[config.mk]
export PLATFORM = sky130hd
export DESIGN_NAME = flash_bus_bridge
export DESIGN_NICKNAME = d
export VERILOG_FILES = /design/src/rtl/flash_bus_bridge.sv
export SDC_FILE = /design/constraint.sdc
export NUM_CORES = 1
export LEC_CHECK = 0
export CAP_MARGIN = 10
export CORE_ASPECT_RATIO = 2
export CORE_MARGIN = 3
export CORE_UTILIZATION = 45
export CTS_BUF_LIST = sky130_fd_sc_hd__clkbuf_4
export CTS_CLUSTER_DIAMETER = 120
export CTS_CLUSTER_SIZE = 10
export DETAILED_ROUTE_END_ITERATION = 10
export GPL_TIMING_DRIVEN = 0
export PLACE_DENSITY = 0.78
export SETUP_SLACK_MARGIN = 0.2
export SLEW_MARGIN = 10
export SYNTH_ARGS = -nofsm -noshare
export SYNTH_HDL_FRONTEND = slang
export SYNTH_SLANG_ARGS = --single-unit
[constraint.sdc]
create_clock -name clk -period 1.94 [get_ports clk]
set_input_delay 0.388 -clock clk [delete_from_list [all_inputs] [get_ports clk]]
set_output_delay 0.388 -clock clk [all_outputs]
set_load 0.02 [all_outputs]
[src/rtl/flash_bus_bridge.sv]
// 6809 bus front end for the SPI flash controller: syncs E/Q, decodes the flash window, stretches MRDY on reads.
// Optional read timeout (forces 8'hFF and a bus release) is enabled by defining FLASH_BRIDGE_TIMEOUT_EN.
module flash_bus_bridge #(
  parameter logic [3:0] BASE_HI     = 4'hE,
  parameter int         SYNC_STAGES = 2
`ifdef FLASH_BRIDGE_TIMEOUT_EN
  , parameter int       TIMEOUT_CYCLES = 1023
`endif
) (
  input  logic        clk,
  input  logic        reset,
  input  logic        i_enable,
  input  logic        i_Q,
  input  logic [15:0] i_ADDRESS_BUS,
  input  logic [7:0]  i_DataBus,
  input  logic        i_RW,
  input  logic        i_busy,
  input  logic        i_done,
  input  logic [7:0]  i_rdata,
  output logic        o_req_rd,
  output logic        o_req_wr,
  output logic [11:0] o_addr,
  output logic [7:0]  o_wdata,
  output logic [7:0]  o_DataBus,
  output logic        o_DataBus_oe,
  output logic        o_MemoryReady,
`ifdef FLASH_BRIDGE_TIMEOUT_EN
  output logic        o_timeout,
`endif
  output logic        o_sel
);
  typedef enum logic [2:0] {IDLE, RD_REQ, RD_WAIT, RD_HOLD, WR_WAIT, WR_REQ} state_t;
  state_t r_state, w_state_nxt;

  logic [SYNC_STAGES-1:0] r_e_sync, r_q_sync;
  logic r_e_d, r_q_d;
  logic w_e_sync, w_q_sync, w_q_rise, w_e_fall, w_hit, w_win_q;

  // Q chain resets high so a Q already high at reset release is not seen as a new rise.
  always_ff @(posedge clk or negedge reset) begin
    if (!reset) begin
      r_e_sync <= '0;
      r_q_sync <= '1;
      r_e_d    <= 1'b0;
      r_q_d    <= 1'b1;
    end else begin
      r_e_sync <= {r_e_sync[SYNC_STAGES-2:0], i_enable};
      r_q_sync <= {r_q_sync[SYNC_STAGES-2:0], i_Q};
      r_e_d    <= w_e_sync;
      r_q_d    <= w_q_sync;
    end
  end

  assign w_e_sync = r_e_sync[SYNC_STAGES-1];
  assign w_q_sync = r_q_sync[SYNC_STAGES-1];
  assign w_q_rise = w_q_sync & ~r_q_d;
  assign w_e_fall = ~w_e_sync & r_e_d;
  assign w_hit    = (i_ADDRESS_BUS[15:12] == BASE_HI);
  assign w_win_q  = w_q_rise & w_hit;

  logic        r_mrdy, r_oe, r_sel, r_pend_vld, r_pend_rw;
  logic [7:0]  r_dout, r_wdata, r_shadow;
  logic [11:0] r_addr, r_pend_addr;
  logic        w_mrdy_nxt, w_oe_nxt, w_sel_nxt, w_pend_vld_nxt, w_pend_rw_nxt;
  logic [7:0]  w_dout_nxt, w_wdata_nxt;
  logic [11:0] w_addr_nxt, w_pend_addr_nxt;
  logic        w_req_rd, w_req_wr;

`ifdef FLASH_BRIDGE_TIMEOUT_EN
  localparam int CW = $clog2(TIMEOUT_CYCLES + 1);
  logic [CW-1:0] r_cnt;
  logic          r_timeout, w_to_fire;
`endif

  always_comb begin
    w_state_nxt     = r_state;
    w_mrdy_nxt      = r_mrdy;
    w_oe_nxt        = r_oe;
    w_sel_nxt       = r_sel;
    w_dout_nxt      = r_dout;
    w_addr_nxt      = r_addr;
    w_wdata_nxt     = r_wdata;
    w_pend_vld_nxt  = r_pend_vld;
    w_pend_rw_nxt   = r_pend_rw;
    w_pend_addr_nxt = r_pend_addr;
    w_req_rd        = 1'b0;
    w_req_wr        = 1'b0;
    case (r_state)
      IDLE: if (w_q_rise) begin
        if (w_hit) begin
          w_addr_nxt = i_ADDRESS_BUS[11:0];
          w_sel_nxt  = 1'b1;
          if (i_RW) begin
            w_state_nxt = RD_REQ;
            w_mrdy_nxt  = 1'b0;
          end else begin
            w_state_nxt = WR_WAIT;
          end
        end else begin
          w_sel_nxt = 1'b0;
        end
      end
      RD_REQ: if (!i_busy) begin
        w_req_rd    = 1'b1;
        w_state_nxt = RD_WAIT;
      end
      RD_WAIT: if (i_done) begin
        w_dout_nxt  = i_rdata;
        w_oe_nxt    = 1'b1;
        w_mrdy_nxt  = 1'b1;
        w_state_nxt = RD_HOLD;
      end
      RD_HOLD: if (w_e_fall) begin
        w_oe_nxt    = 1'b0;
        w_sel_nxt   = 1'b0;
        w_state_nxt = IDLE;
      end
      WR_WAIT: if (w_e_fall) begin
        w_wdata_nxt = r_shadow;
        w_state_nxt = WR_REQ;
      end
      WR_REQ: begin
        // A new window access behind a posted write is parked and the CPU stretched.
        if (w_win_q && !r_pend_vld) begin
          w_pend_vld_nxt  = 1'b1;
          w_pend_rw_nxt   = i_RW;
          w_pend_addr_nxt = i_ADDRESS_BUS[11:0];
          w_mrdy_nxt      = 1'b0;
          w_sel_nxt       = 1'b1;
        end
        if (!i_busy) begin
          w_req_wr = 1'b1;
          if (w_pend_vld_nxt) begin
            w_pend_vld_nxt = 1'b0;
            w_addr_nxt     = w_pend_addr_nxt;
            if (w_pend_rw_nxt) begin
              w_state_nxt = RD_REQ;
            end else begin
              w_state_nxt = WR_WAIT;
              w_mrdy_nxt  = 1'b1;
            end
          end else begin
            w_state_nxt = IDLE;
            w_sel_nxt   = 1'b0;
          end
        end
      end
      default: w_state_nxt = IDLE;
    endcase
`ifdef FLASH_BRIDGE_TIMEOUT_EN
    w_to_fire = ((r_state == RD_REQ && w_state_nxt == RD_REQ) ||
                 (r_state == RD_WAIT && w_state_nxt == RD_WAIT)) &&
                (r_cnt == CW'(TIMEOUT_CYCLES - 1));
    if (w_to_fire) begin
      w_dout_nxt  = 8'hFF;
      w_oe_nxt    = 1'b1;
      w_mrdy_nxt  = 1'b1;
      w_state_nxt = RD_HOLD;
    end
`endif
  end

  always_ff @(posedge clk or negedge reset) begin
    if (!reset) begin
      r_state     <= IDLE;
      r_mrdy      <= 1'b1;
      r_oe        <= 1'b0;
      r_sel       <= 1'b0;
      r_dout      <= '0;
      r_addr      <= '0;
      r_wdata     <= '0;
      r_shadow    <= '0;
      r_pend_vld  <= 1'b0;
      r_pend_rw   <= 1'b0;
      r_pend_addr <= '0;
    end else begin
      r_state     <= w_state_nxt;
      r_mrdy      <= w_mrdy_nxt;
      r_oe        <= w_oe_nxt;
      r_sel       <= w_sel_nxt;
      r_dout      <= w_dout_nxt;
      r_addr      <= w_addr_nxt;
      r_wdata     <= w_wdata_nxt;
      r_pend_vld  <= w_pend_vld_nxt;
      r_pend_rw   <= w_pend_rw_nxt;
      r_pend_addr <= w_pend_addr_nxt;
      if (w_e_sync) r_shadow <= i_DataBus;
    end
  end

`ifdef FLASH_BRIDGE_TIMEOUT_EN
  always_ff @(posedge clk or negedge reset) begin
    if (!reset) begin
      r_cnt     <= '0;
      r_timeout <= 1'b0;
    end else begin
      if (w_state_nxt == RD_REQ && r_state != RD_REQ) r_cnt <= '0;
      else if (r_state == RD_REQ || r_state == RD_WAIT) r_cnt <= r_cnt + CW'(1);
      if (w_to_fire) r_timeout <= 1'b1;
    end
  end
  assign o_timeout = r_timeout;
`endif

  assign o_req_rd      = w_req_rd;
  assign o_req_wr      = w_req_wr;
  assign o_addr        = r_addr;
  assign o_wdata       = r_wdata;
  assign o_DataBus     = r_dout;
  assign o_DataBus_oe  = r_oe;
  assign o_MemoryReady = r_mrdy;
  assign o_sel         = r_sel;
endmodule

# [After elaboration in Yosys (flattened, before gate mapping)]
# Cells that the tools add are included.
# W data, S select, Z words.
[word_totals] romBits=0 ff_bits=62 output_inout_bits=33 wordCells=91 mem_bits_rw=0 mem_count=0 latchBits=0 input_bits=39
[classes] n_mul=0 n_reduce_logical=14 magnitude_cmp=0 div_mod_pow=0 add_sub_neg=0 muxes=42 n_eq_ne=15 n_bitwise=5 n_shift=0
[op_table] op="$mux W12" n=5
[op_table] op="$mux W3" n=10
[op_table] op="$pmux W12 S2" n=1
[op_table] op="$mux W1" n=22
[op_table] op="$ne A2 B2 Y1 const B" n=9
[op_table] op="$pmux W3 S6" n=1
[op_table] op="$reduce_and A5 Y1" n=2
[op_table] op="$reduce_and A7 Y1" n=1
[op_table] op="$eq A3 B2 Y1 const B" n=2
[op_table] op="$eq A3 B3 Y1 const B" n=2
[op_table] op="$pmux W1 S3" n=2
[op_table] op="$reduce_and A3 Y1" n=2
[op_table] op="$reduce_bool A3 Y1" n=2
[op_table] op="$eq A4 B4 Y1 const B" n=1
[op_table] op="$reduce_and A2 Y1" n=2
[op_table] op="$reduce_bool A2 Y1" n=2
[op_table] op="$and A1 B1 Y1" n=3
[op_table] op="$eq A3 B1 Y1 const B" n=1
[op_table] op="$logic_not A3 Y1" n=1
[op_table] op="$not A1 Y1" n=2
[op_table] op="$pmux W1 S2" n=1
[op_table] op="$logic_and A1 B1 Y1" n=1
[op_table] op="$logic_not A1 Y1" n=1

# [Logic depth before layout (Yosys ltp)]
[depth] ltp_word=10 mapped_depth=6 depth_no_buf=4

# [Worst setup path before layout]
# OpenSTA, ideal clock, no wires.
[synth_timing] kind="register to register" from="register r_q_d" to="register r_addr[10] (netlist: o_addr[10])" setup_ps=125 path_slack_ps=101 t_arrival_ps=1715 synth_period_minus_slack_ps=1839 n_path_buf=1 stages_incl_launch_ff=6 required_ps=1815 cell_sequence="dfstp_2 and2b_1 a31oi_2 buf_6 mux2_2 mux2_2"
[synth_via] elab_chain_cells=8 word_cells_on_any_way=13 classes_between="2 x eq/ne; 6 x mux; 3 x bitwise; 2 x reduce/logical"
[synth_rtl] item="start, declared" line="36" text="logic r_e_d, r_q_d;"
[synth_rtl] item="start signal, assigned" line="50" text="r_q_d <= w_q_sync;"
[synth_rtl] item="$not A1 Y1 *" line="56" text="assign w_q_rise = w_q_sync & ~r_q_d;"
[synth_rtl] item="$and A1 B1 Y1 *" line="56"
[synth_rtl] item="$and A1 B1 Y1" line="59" text="assign w_win_q = w_q_rise & w_hit;"
[synth_rtl] item="$logic_and A1 B1 Y1" line="124" text="if (w_win_q && !r_pend_vld) begin"
[synth_rtl] item="$mux W1 / $mux W12 (equally long branches)" line="124"
[synth_rtl] item="$mux W1 / $mux W12 (equally long branches)" line="88, 133"
[synth_rtl] item="$ne A2 B2 Y1 (no source line) / $mux W12 (equally long branches)"
[synth_rtl] item="$reduce_and A5 Y1 (no source line) / $pmux W12 S2 (equally long branches)"
[synth_rtl] item="end signal, assigned" line="182" text="r_addr <= w_addr_nxt;"
[synth_rtl] item="end, declared" line="63" text="logic [11:0] r_addr, r_pend_addr;"
# Mark *: on every way between the ends. The rest lies on a longest branch, timed or not. The select of a mux whose other input is x is not followed.
# A chain may end at the register's enable or synchronous reset.

# [Final worst setup path]
[layout_timing] from="register r_q_d" to="register r_addr[9] (netlist: o_addr[9])"
# The elaborated chain is that of the path after synthesis.

==> reports/results.ini <==
[status]
status=complete, no violations

[drt]
wl_um=6560
antenna_violating_nets_post_route=0
via_per_inst=5.55
drt_iter0_markers=47
vias=1999
drcViolationCount=0
wire_per_inst_um=18.2
drt_first_pass_iters=4

[yosys]
synth_top_cell_by_area=dfrtp_1
ys_top_cells_by_area=dfrtp_1 (52%), mux2_2 (25%), dfstp_2 (3.8%)
ys_types=42
yosys_warnings=0
async_flop_share_pct=100
synth_top_area_share_pct=52.2
ys_ff_latch=62
yosys_most_used_dff=dfrtp_1
yosysMostFrequentCell=mux2_2
syn_nets=237
syn_inst=198
synthTopCellsByCount=mux2_2 (61), dfrtp_1 (58), nor2_1 (8)
ys_seq_area_share_pct=55.9
syn-cell-area_sq_um=2780
synth_edf_count=0
synth_area_per_cell_sq_um=14.1

[power]
p_int_w=0.00279
switchingPower_w=0.00131
combinationalPowerShare_pct=36.2
swShare_pct=32.0
p_leak_nw=1.90
seqPwrFrac_pct=40.6
p_per_area_nw_per_um2=1020
vdd_drop_max_v=0.000636
clkPwrFrac_pct=23.2
fin_total_pwr_w=0.00410

[floorplanning]
die_w_um=61.6
ios=72
die_area_sq_um=7220
rows=39
start_util_pct=47.5
die_h_um=117
core_sq_um=5860

[min_path]
hold_class=input pin to async pin

[clock_tree]
clk_pin_slew_worst_paths_ns=0.10
htreeDepth=3
tritoncts=yes
cts_made_buffers=9
root_buffer=clkbuf_4
cts.sinks=62
clockBufferDepth=2
clk-insertion-delay-late_ns=0.41
hold_buffers=0

[setup_path]
worstSetupStartpointType=flop
max_stage_delay_ns=0.53
cpMaxStageDelayCell=dfstp_2
crit_family=multiplexers
cp-end-kind=flop
cpMostUsedCell=mux2_4
critical_path_class=flop to flop
crit_chain=and2b_2 > a31oi_4 > buf_6 > mux2_4 > mux2_4
required_ns=2.23
crit_arrival_ns=2.22
worst-path-max-fanout=5
cp.buffers_inverters=1

[grt]
grt_max_degree=63
antenna_found_initial=0
grt_pass1_vias=2024
grt_pass1_wl_um=10100
grt_usage_pct=19.4
overflow=0

[placed_design]
place_congestion=0.892
dp_hpwl_um=4230
place_area_sq_um=3580
portBuffers=71

[sta]
period_share_pct=99.5
post-route-min-period_ns=1.93
slew_headroom_pct=49.0
setup_viol=0
tightest_slew_ns=0.765
max_freq_mhz=518
tns_ns=0
report.final.slew_viol_count=0
finClkSkew_ns=0.0125
hold_viol=0
rsz0062_at_grt=true
holdWs_ns=0.0388

[finish]
antenna_cells=0
final_util_pct=68.4
design_area_sq_um=4010
area_growth_pct=43.9
fin_nets=334
drive_gt1_share_pct=40.1

[flow_run]
cap_violations=0

-- cells in the final DEF (no fill, tap or decap), types with 2 or more instances in the layout --
cell,netlist,routed
buf_6,3,12
dlygate4sd2_1,0,32
nand3_1,4,4
a21oi_1,4,4
mux2_2,61,24
nor3_1,2,2
clkbuf_4,0,10
nand2b_1,4,4
clkdlybuf4s50_1,0,35
inv_1,3,3
nor2_1,8,7
nor4_4,1,2
a311oi_1,2,2
mux2_4,0,37
nand2_1,4,4
dfstp_2,4,4
o21ai_0,6,6
buf_4,3,13
bufinv_16,0,2
clkinv_1,0,2
clkinv_2,0,2
dfrtp_1,58,57
-- through the flow --
step	instances	setup slack [ns]
2_1_floorplan	198	0.151
3_3_place_gp	330	-1.50
3_5_place_dp	330	-0.447
4_1_cts	352	-0.0198
5_1_grt	360	-0.0226
6_report	360	0.0103
-- per-layer routing --
layer	GRT usage, %	vias up	share of wire [%]
met2	32.1	52	53
li1	-	911	-
met5	0	-	0
met1	22.0	1014	39
met3	5.82	22	3.8
met4	9.77	0	3.6
-- what timing repair did --
| item | 4_1_cts | 5_1_grt |
|---|---|---|
| gates resized for setup | 78 | 30 |
| pin swaps | 3 | 2 |
| endpoints found under the setup margin | 63 | 24 |
| buffers inserted | 6 | 7 |
| gates cloned | 1 | 1 |
-- state kept, by name, indices dropped and copies added (netlist names), 2 cells and up --
| name | cells |
|---|---|
| o_wdata | 8 |
| r_e_sync | 2 |
| o_DataBus | 8 |
| r_q_sync | 2 |
| o_addr | 12 |
| r_state | 3 |
| r_pend_addr | 12 |
| r_shadow | 8 |
-- logic make-up (layout without fill, tap and decap cells) --
| logic type | Yosys count | in the layout | synth area share [%] |
|---|---|---|---|
| flip-flops | 62 | 62 | 55.9 |
| multiplexers | 62 | 62 | 25.0 |
| AND/OR/NAND/NOR | 36 | 36 | 8.99 |
| AO/OA/AOI/OAI | 25 | 25 | 6.93 |
| buffers and inverters | 13 | 114 | 3.10 |
-- path summary, 6_finish.rpt --
| path | start | to | slack, ns | cells past startpoint |
|---|---|---|---|---|
| worst max-delay path | r_q_d | o_addr[9] | 0.01 | 5 |
| max in group asynchronous | reset | r_state[2] | 1.35 | 1 |
| worst min-delay path | reset | r_shadow[6] | 0.04 | 1 |
| min in group clk | r_q_sync[0] | r_q_sync[1] | 0.35 | 0 |
| worst min register to register | r_q_sync[0] | r_q_sync[1] | 0.35 | 0 |
| worst max register to register | r_q_d | o_addr[9] | 0.01 | 5 |
-- cell type report --
| cell class | count | area (sq um) |
|---|---|---|
| Fill cell | 440 | 1850 |
| Sequential cell | 62 | 1560 |
| Tap cell | 61 | 76.3 |
| Clock buffer | 9 | 67.6 |
| Multi-Input combinational cell | 123 | 1310 |
| Timing Repair Buffer | 86 | 798 |
| Inverter | 3 | 11.3 |
| Buffer | 10 | 103 |
| Clock inverter | 6 | 77.6 |
-- power by group through the flow --
stage / clock (W) / sequential (W) / combinational (W)
after CTS: 0.000990 / 0.00167 / 0.00139
after floorplan: 0 / 0.00193 / 0.000556
after global placement: 0 / 0.00169 / 0.00142
after detailed placement: 0 / 0.00170 / 0.00144
after global routing: 0.00105 / 0.00169 / 0.00158
final: 0.000952 / 0.00166 / 0.00148
(Power assumes the default switching activity.)
